<file path="config.mk">
export PLATFORM = sky130hd
export DESIGN_NAME = fetch_unit
export DESIGN_NICKNAME = d
export VERILOG_FILES = /design/src/rtl/fetch_unit.sv
export SDC_FILE = /design/constraint.sdc
export NUM_CORES = 1
export LEC_CHECK = 0
export ABC_CLOCK_PERIOD_IN_PS = 3400
export BUFFER_PORTS_ARGS = -buffer_cell sky130_fd_sc_hd__buf_2
export CORE_UTILIZATION = 38
export DETAILED_ROUTE_END_ITERATION = 7
export GPL_TIMING_DRIVEN = 1
export PLACE_DENSITY = 0.69
export RECOVER_POWER = 50
export SYNTH_ARGS = -nofsm -noshare
export SYNTH_HDL_FRONTEND = slang
export SYNTH_SLANG_ARGS = --single-unit
</file>
<file path="constraint.sdc">
create_clock -name clk -period 3.4 [get_ports clk]
set_clock_uncertainty 0.1 [all_clocks]
set_input_delay 0.51 -clock clk [delete_from_list [all_inputs] [get_ports clk]]
set_output_delay 0.51 -clock clk [all_outputs]
set_load 0.005 [all_outputs]
</file>
<file path="src/rtl/fetch_unit.sv">
// fetch_unit
//   Instruction-fetch stage. It holds the PC and fetches one word at a time from
//   instruction memory over a req/ready handshake. It presents the fetched word
//   until the core signals advance, then loads the next PC, which can be
//   sequential, a taken branch, or a jump.
//
// Ports
//   clk, reset_n                 rising-edge clock, asynchronous active-low reset
//   imem_req/imem_addr           registered fetch request; the address is always pc
//   imem_ready/imem_rdata        memory response, accepted only while requesting
//   instr/instr_valid            held instruction and its valid flag
//   advance/pcsrc/jump/signimm   retirement strobe and next-PC controls,
//                                sampled only while an instruction is held
//   pc/pcplus4                   current PC and its sequential successor
//   retired                      count of retired instructions, wraps at 2^32
module fetch_unit #(
  parameter logic [31:0] RESET_PC = 32'h0000_0000
) (
  input  logic        clk,
  input  logic        reset_n,
  output logic        imem_req,
  output logic [31:0] imem_addr,
  input  logic        imem_ready,
  input  logic [31:0] imem_rdata,
  output logic [31:0] instr,
  output logic        instr_valid,
  input  logic        advance,
  input  logic        pcsrc,
  input  logic        jump,
  input  logic [31:0] signimm,
  output logic [31:0] pc,
  output logic [31:0] pcplus4,
  output logic [31:0] retired
);

  localparam logic [31:0] RESET_PC_ALIGNED = RESET_PC & 32'hFFFF_FFFC;

  typedef enum logic [1:0] {IDLE, REQ, HOLD} state_t;

  state_t      state_q, state_d;
  logic [31:0] pc_q, pc_d;
  logic [31:0] instr_q, instr_d;
  logic [31:0] retired_q, retired_d;
  logic        imem_req_q, imem_req_d;
  logic        instr_valid_q, instr_valid_d;

  logic [31:0] pcplus4_w;
  logic [31:0] next_pc_raw;
  logic [31:0] next_pc;

  assign pcplus4_w = pc_q + 32'd4;

  // Jump takes priority over a taken branch. The branch offset is the word
  // offset scaled to bytes, and the add wraps modulo 2^32.
  always_comb begin
    next_pc_raw = pcplus4_w;
    if (jump) begin
      next_pc_raw = {pcplus4_w[31:28], instr_q[25:0], 2'b00};
    end else if (pcsrc) begin
      next_pc_raw = pcplus4_w + (signimm << 2);
    end
  end

  assign next_pc = next_pc_raw & 32'hFFFF_FFFC;

  always_comb begin
    state_d       = state_q;
    pc_d          = pc_q;
    instr_d       = instr_q;
    retired_d     = retired_q;
    imem_req_d    = imem_req_q;
    instr_valid_d = instr_valid_q;
    case (state_q)
      IDLE: begin
        state_d    = REQ;
        imem_req_d = 1'b1;
      end
      REQ: begin
        if (imem_ready) begin
          state_d       = HOLD;
          instr_d       = imem_rdata;
          instr_valid_d = 1'b1;
          imem_req_d    = 1'b0;
        end
      end
      HOLD: begin
        if (advance) begin
          state_d       = REQ;
          pc_d          = next_pc;
          instr_valid_d = 1'b0;
          imem_req_d    = 1'b1;
          retired_d     = retired_q + 32'd1;
        end
      end
      default: begin
        state_d       = IDLE;
        imem_req_d    = 1'b0;
        instr_valid_d = 1'b0;
      end
    endcase
  end

  always_ff @(posedge clk or negedge reset_n) begin
    if (!reset_n) begin
      state_q       <= IDLE;
      pc_q          <= RESET_PC_ALIGNED;
      instr_q       <= 32'd0;
      retired_q     <= 32'd0;
      imem_req_q    <= 1'b0;
      instr_valid_q <= 1'b0;
    end else begin
      state_q       <= state_d;
      pc_q          <= pc_d;
      instr_q       <= instr_d;
      retired_q     <= retired_d;
      imem_req_q    <= imem_req_d;
      instr_valid_q <= instr_valid_d;
    end
  end

  assign imem_req    = imem_req_q;
  assign imem_addr   = pc_q;
  assign instr       = instr_q;
  assign instr_valid = instr_valid_q;
  assign pc          = pc_q;
  assign pcplus4     = pcplus4_w;
  assign retired     = retired_q;

endmodule
</file>
==> results.txt, run 1 <==
top cells by area, synth -> dfrtp_1 (37%), xnor2_1 (7.1%), ha_1 (7.0%)
grt total ovfl -> 0
multi-input logic area -> 4410 µm²
Wirelength per Cell -> 16.2 µm
Worst-Skew Late Latency -> 0.34 ns
crit-path max cell delay -> 0.41 ns
outcome -> finished, violations left
Root Buffer -> clkbuf_16
post-route ant nets -> 0
cell area after synthesis -> 6630 µm²
max-cap viol count -> 0
critical path type -> flip-flop to flip-flop
CTS tree -> built
Tmin final -> 3.66 ns
Die Span Y -> 134 µm
P&R area growth vs syn -> 46.7%
Slew headroom -> 12.7%
vias in the first global route -> 6,254
Row Count -> 47
pwr dens -> 876 nW/µm²
Worst Hold Depth -> 2
FF-to-FF Start -> imem_addr[2]
most numerous cell in the Yosys netlist -> dfrtp_1
register area share after synthesis -> 36.6%
Tightest Hold Check Type -> primary input to flip-flop
crit path cell chain -> nand3_2 > buf_6 > nor3_4 > and3_4 > and3_4 > nand3_4 > xnor2_4 > ha_4 > o31a_1 > a211oi_4 > o21ai_4 > buf_6 > a31o_4 > a21boi_2 > xnor2_2 > o22ai_1 > a21oi_1
Setup Viol. Count Final -> 14
Avg Synthesized Cell Area -> 9.18 µm²
CP endpoint kind -> flip-flop
crit path setup slack, layout -> -0.257 ns
Ant. Diodes -> 0
fmax -> 273 MHz
DR DRC count -> 0
worst hold path startpoint -> imem_rdata[23]
delay-heaviest family, CP -> compound AO/OA/AOI/OAI gates
drt pass-1 iters -> 4
H-tree levels -> 3
highest ir drop seen on vdd -> 0.000414 V
critical path arrival -> 3.83 ns
Buf/Inv on CP -> 2
final setup TNS -> -1.77 ns
Switching Share -> 41.1%
fillers -> 1,500
hold path endpoint -> instr[23]
wire length of the first global-routing pass -> 32,100 µm
Reg clk slew, reported paths -> 0.08 ns
RePlAce Congestion -> 0.859
Max FO, Critical Path -> 3
Synth cell types -> 53
Synth top cells by count -> dfrtp_1 (97), nand2_1 (84), xnor2_1 (54), a21oi_1 (53), o21ai_0 (42)
vias per cell -> 5.13
Starting Density -> 39.4%
Switch Pwr -> 3500 µW
violated checks -> negative setup slack
initial antenna violation count -> 0
Worst Path Required -> 3.57 ns
Int Power -> 5010 µW
Synth Register Bits -> 97
final layout net count -> 1,159
yosys warns -> 0
ys async rst share -> 100%
Sequential Area -> 2430 µm²
cell count after placement -> 1,240
TritonCTS Buffers -> 9
Flop pwr share -> 22.8%
die area -> 18,000 µm²
prevailing post-synth register cell -> dfrtp_1
Tot GR Track Use -> 22.6%
core area -> 16,800 µm²
EDFF count, synth -> 0
drt total wl -> 20,700 µm
Syn Inst Count -> 722
non-filler cells, final -> 1,276
die width -> 134 µm
Worst Max-Slew Pin Slew -> 1.31 ns
RSZ-0062 raised after global routing -> yes
Reg2Reg Depth -> 17
flop2flop setup slack -> -0.26 ns
Clock Sink Count -> 97
Synth area leader -> dfrtp_1
CTS Buffer Depth -> 2
Leak -> 0.00484 µW
Critical-path top delay cell -> dfrtp_2
largest net degree at the start of global routing -> 53
fin crit share -> 108%
critical path depth -> 17
final hold violations -> 0
Worst R2R End -> imem_addr[29]
Startpoint Class -> flip-flop
clock share of power -> 12.8%
Top-Level Pins -> 232
buffers added on ports -> 223
post-synth top area share -> 36.6%
Comb pwr share -> 64.4%
via count -> 6,552
number of DRC violations after detailed-routing iteration 0 -> 266
Slew Viols, Final -> 0
hpwl dp -> 15,400 µm
share of layout cells above drive strength 1 -> 47.3%
[state kept, by name, summed over array words and instances, names as in the netlist]
register,cells
instr_valid,1
instr,32
state_q,2
retired,32
imem_addr,30
[placed cells by master, fill, tap and decap left out, drive strengths merged, types with 4 or more instances in the layout]
| cell type | instances |
|---|---|
| xnor2 | 54 |
| o21bai | 4 |
| conb | 6 |
| a211oi | 8 |
| o21a | 4 |
| ha | 37 |
| clkbuf | 37 |
| o211ai | 6 |
| xor2 | 31 |
| nand2b | 4 |
| o22ai | 4 |
| dfrtp | 97 |
| o21ai | 42 |
| nor3 | 13 |
| a21o | 22 |
| or2 | 4 |
| buf | 345 |
| nand3 | 31 |
| nand4 | 9 |
| a21oi | 53 |
| nor2 | 40 |
| inv | 15 |
| mux2i | 4 |
| mux2 | 34 |
| and3 | 27 |
| a31oi | 6 |
| a31o | 4 |
| nor2b | 5 |
| nand2 | 84 |
[cells by family after synthesis]
| logic type | share of synthesized area (%) |
|---|---|
| other | 0.0566 |
| adders and majority gates | 7.29 |
| and+or+nand+nor | 15.5 |
| DFF | 36.6 |
| buffers and inverters | 6.36 |
| AOI/OAI and AO/OA | 16.6 |
| xor gates and xnor gates | 11.2 |
| muxes | 6.38 |
[worst reg2reg max path, delay by kind of cell (launching register included)]
family / cells / cell delay, ns
and+or+nand+nor: 5 / 0.85
AOI/OAI and AO/OA: 7 / 1.34
buffers and inverters: 2 / 0.26
adders and majority gates: 1 / 0.24
DFF: 1 / 0.41
xor gates and xnor gates: 2 / 0.39
[routing by layer]
layer | vias up | wire, µm | part of all wire, % | global-route usage [%]
met5 | - | 0 | 0 | 0
met4 | 0 | 238 | 1.2 | 5.99
met3 | 13 | 899 | 4.3 | 3.06
met2 | 186 | 10500 | 51 | 39.2
met1 | 3186 | 9080 | 44 | 29.7
li1 | 3167 | - | - | -
[per-stage QoR]
stage	total power, µW	hold WS, ns	worst slack [ns]	util, %	area, µm²
2_1_floorplan	4630	0.114	-0.104	-	6760
3_3_place_gp	6640	0.352	-0.198	52.1	8770
3_5_place_dp	6730	0.365	-0.238	52.1	8770
4_1_cts	8260	0.115	-0.138	56.5	9500
5_1_grt	9100	0.278	-0.437	57.8	9720
6_report	8520	0.290	-0.257	57.8	9720
[power by group through the flow]
stage / Clock (µW) / Combinational, µW / Sequential [µW]
2_1_floorplan: 0 / 2620 / 2010
3_3_place_gp: 0 / 4720 / 1920
3_5_place_dp: 0 / 4780 / 1940
4_1_cts: 1120 / 5210 / 1930
5_1_grt: 1160 / 5940 / 1990
6_report: 1090 / 5480 / 1940
[final cells by class]
| type | instances | share of cell area [%] |
|---|---|---|
| clock buffer | 10 | 2.46 |
| clock inverter | 6 | 0.862 |
| inverter | 12 | 0.463 |
| multi-input combinational | 559 | 45.4 |
| sequential | 97 | 25.0 |
| tap | 220 | 2.83 |
| timing repair buffer | 372 | 23.0 |
[worst max-delay path by stage]
stage                  from             to  slack, ns
2_1_floorplan  imem_addr[3]  imem_addr[30]      -0.10
3_5_place_dp   imem_addr[3]  imem_addr[30]      -0.24
3_3_place_gp   imem_addr[3]  imem_addr[31]      -0.20
4_1_cts        imem_addr[5]  imem_addr[27]      -0.14
5_1_grt        imem_addr[2]  imem_addr[29]      -0.44
6_report       imem_addr[2]  imem_addr[29]      -0.26
[timing repair]
action,CTS,global route
resized for setup,58,39
setup endpoints to repair,16,18
hold buffers,0,0
pin swaps,56,36
setup buffers,14,6
Note: power is estimated with default switching activity, not from simulation.
==> inputs of run 2 (changes only) <==
--- a/config.mk
+++ b/config.mk
@@ -9,6 +9,7 @@
 export BUFFER_PORTS_ARGS = -buffer_cell sky130_fd_sc_hd__buf_2
 export CORE_UTILIZATION = 38
 export DETAILED_ROUTE_END_ITERATION = 7
+export GPL_ROUTABILITY_DRIVEN = 0
 export GPL_TIMING_DRIVEN = 1
 export PLACE_DENSITY = 0.69
 export RECOVER_POWER = 50
==> constraint.sdc (replaced) <==
create_clock -name clk -period 3.4 [get_ports clk]
set_clock_uncertainty 0.1 [all_clocks]
set_input_delay 0.68 -clock clk [delete_from_list [all_inputs] [get_ports clk]]
set_output_delay 0.68 -clock clk [all_outputs]
set_load 0.005 [all_outputs]
==> run 2 against run 1 <==
The flow still finishes with violations (negative setup slack). Count of clock-buffer cells in the layout is 1 lower. Design area is 0.62% higher. Worst hold slack better by 0.076 ns. Power is 0.76% higher. Largest cell class unchanged.
==> results.txt, run 2 (synthesis results as in run 1) <==
outcome -> finished, violations left
violated checks -> negative setup slack
max-cap viol count -> 0 (unchanged)
initial antenna violation count -> 0 (unchanged)
commonest non-fill, non-tap cells in the layout -> buf_2 (195), buf_4 (142), dfrtp_1 (94)
Post-DP Area -> 8800 µm² (+0.34%)
Core Util, Final -> 58.2% (+0.36 points)
Row Count -> 47 (unchanged)
Root Buffer -> clkbuf_16
vias in the first global route -> 6,493 (+3.8%)
CTS tree -> built
hpwl dp -> 15,600 µm (+1.2%)
Final Cell Area -> 9780 µm² (+0.62%)
routed wl met2 -> 10,100 µm (-3.5%)
TritonCTS Buffers -> 9 (unchanged)
buffers added on ports -> 223 (unchanged)
fmax -> 276 MHz (+0.80%)
Clock Sink Count -> 97 (unchanged)
core area -> 16,800 µm² (unchanged)
fillers -> 1,485 (-1.0%)
P&R area growth vs syn -> 47.6%
top sig layer -> met4
Tightest Hold Check Type -> flip-flop to flip-flop
via count -> 6,591 (+0.60%)
CTS Buffer Depth -> 2 (unchanged)
Slew headroom -> 13.3% (+0.52 points)
final hold violations -> 0 (unchanged)
Wirelength per Cell -> 16.4 µm (+1.4%)
Worst Path Required -> 3.58 ns (about the same)
post-route ant nets -> 0 (unchanged)
critical path type -> flip-flop to flip-flop
drt pass-1 iters -> 5 (+1)
Worst-Skew Late Latency -> 0.35 ns (about the same)
die width -> 134 µm (unchanged)
M1 WL -> 9330 µm (+2.8%)
Design Power -> 8580 µW (+0.76%)
Die Span Y -> 134 µm (unchanged)
Tot GR Track Use -> 22.9% (+0.21 points)
Ant. Diodes -> 0 (unchanged)
critical path depth -> 18 (+1)
share of layout cells above drive strength 1 -> 47.4% (+0.10 points)
Worst Max-Slew Pin Slew -> 1.30 ns (-0.00775 ns)
Top-Level Pins -> 232 (unchanged)
RSZ-0062 raised after global routing -> yes
largest net degree at the start of global routing -> 52 (-1.9%)
H-tree levels -> 3 (unchanged)
DR DRC count -> 0 (unchanged)
grt total ovfl -> 0 (unchanged)
Starting Density -> 39.4% (unchanged)
commonest non-fill, non-tap cell in the layout -> buf_2
CP endpoint kind -> flip-flop
die area -> 18,000 µm² (unchanged)
highest ir drop seen on vdd -> 0.000413 V (-0.21%)
Max FO, Critical Path -> 4 (+1)
final layout net count -> 1,161 (+0.17%)
Reg2Reg Depth -> 18 (+1)
number of DRC violations after detailed-routing iteration 0 -> 285 (+7.1%)
critical path arrival -> 3.81 ns (-0.02 ns)
Reg clk slew, reported paths -> 0.08 ns (about the same)
Tmin final -> 3.63 ns (-0.0289 ns)
crit path setup slack, layout -> -0.229 ns (+0.0289 ns)
wire length of the first global-routing pass -> 32,500 µm (+1.1%)
Startpoint Class -> flip-flop
worst slack, placed -> -0.316 ns (-0.0786 ns)
pwr dens -> 877 nW/µm² (+0.14%)
fin crit share -> 107% (-0.85 points)
delay-heaviest family, CP -> compound AO/OA/AOI/OAI gates
Worst Hold Depth -> 1 (-1)
Leak -> 0.00483 µW (about the same)
vias per cell -> 5.16 (+0.44%)
met3 wire len -> 970 µm (+7.9%)
crit-path max cell delay -> 0.43 ns (+0.02 ns)
Slew Viols, Final -> 0 (unchanged)
Buf/Inv on CP -> 3 (+1)
Critical-path top delay cell -> dfrtp_2
drt total wl -> 21,000 µm (+1.6%)
crit path cell chain -> ha_4 > nand2_2 > nor3_4 > buf_6 > buf_4 > nand2_1 > xnor2_2 > ha_1 > a21oi_2 > o211ai_1 > buf_4 > a211oi_4 > o21ai_4 > a31o_2 > a21boi_2 > xnor2_2 > o22ai_1 > a21oi_1
Setup Viol. Count Final -> 11 (-3)
-- run 2: cell types whose count changed in the layout (fill, tap and decap cells not counted), moves of 4 or more --
cell / change
a21oi_2: -4
buf_4: +4
ha_4: +4
o21ai_0: -4
xor2_2: +4
-- run 2: metrics by stage --
stage | setup TNS [ns] | hold WS (ns) | cells
final | -1.04 | 0.366 | 1278
after global placement | -1.88 | 0.353 | 1244
after global routing | -3.55 | 0.414 | 1278
after floorplan | -0.208 | 0.284 | 727
after CTS | -0.685 | 0.259 | 1268
after detailed placement | -2.10 | 0.357 | 1244
-- run 2: repair_timing --
item / 4_1_cts / 5_1_grt
setup buffers: 8 / 10
resized for setup: 39 / 65
pin swaps: 32 / 34
endpoints found under the setup margin: 15 / 21
hold buffers: 0 / 0
-- run 2: final cells by class --
type	count	area (µm²)	area share, %
well taps	220	275	2.81
inverters	12	45.0	0.461
repair buffers	374	2240	22.9
clock inverters	7	95.1	0.972
flip-flops and latches	97	2430	24.9
multi-input cells	559	4470	45.7
clock buffers	9	225	2.30
-- run 2: routing by layer --
layer  track usage [%]  up-vias
met5                 0        -
met1              30.0     3169
met2              38.8      211
met3              2.12       37
li1                  -     3174
met4              9.18        0
-- run 2: worst reg2reg max path: stages, from the launching register on --
cell      delay (ns)
dfrtp_2         0.43
ha_4            0.16
nand2_2         0.07
nor3_4          0.23
buf_6           0.14
buf_4           0.11
nand2_1         0.07
xnor2_2         0.16
ha_1            0.35
a21oi_2         0.17
o211ai_1        0.15
buf_4           0.17
a211oi_4        0.24
o21ai_4         0.13
a31o_2          0.26
a21boi_2        0.20
xnor2_2         0.15
o22ai_1         0.11
a21oi_1         0.15
-- run 2: final timing paths --
check / startpoint / endpoint / slack (ns)
max in group asynchronous: reset_n / retired[3] / 0.85
min in group asynchronous: reset_n / instr[10] / 0.46
max: imem_addr[2] / imem_addr[29] / -0.23
min reg2reg: retired[31] / retired[31] / 0.37
min: retired[31] / retired[31] / 0.37
max reg2reg: imem_addr[2] / imem_addr[29] / -0.23
-- run 2: where the power goes --
| part | leakage (µW) | internal (µW) | switching, µW | total, µW |
|---|---|---|---|---|
| Clock | 0.000157 | 593 | 495 | 1090 |
| Combinational | 0.00347 | 2880 | 2680 | 5560 |
| Sequential | 0.00121 | 1560 | 377 | 1930 |
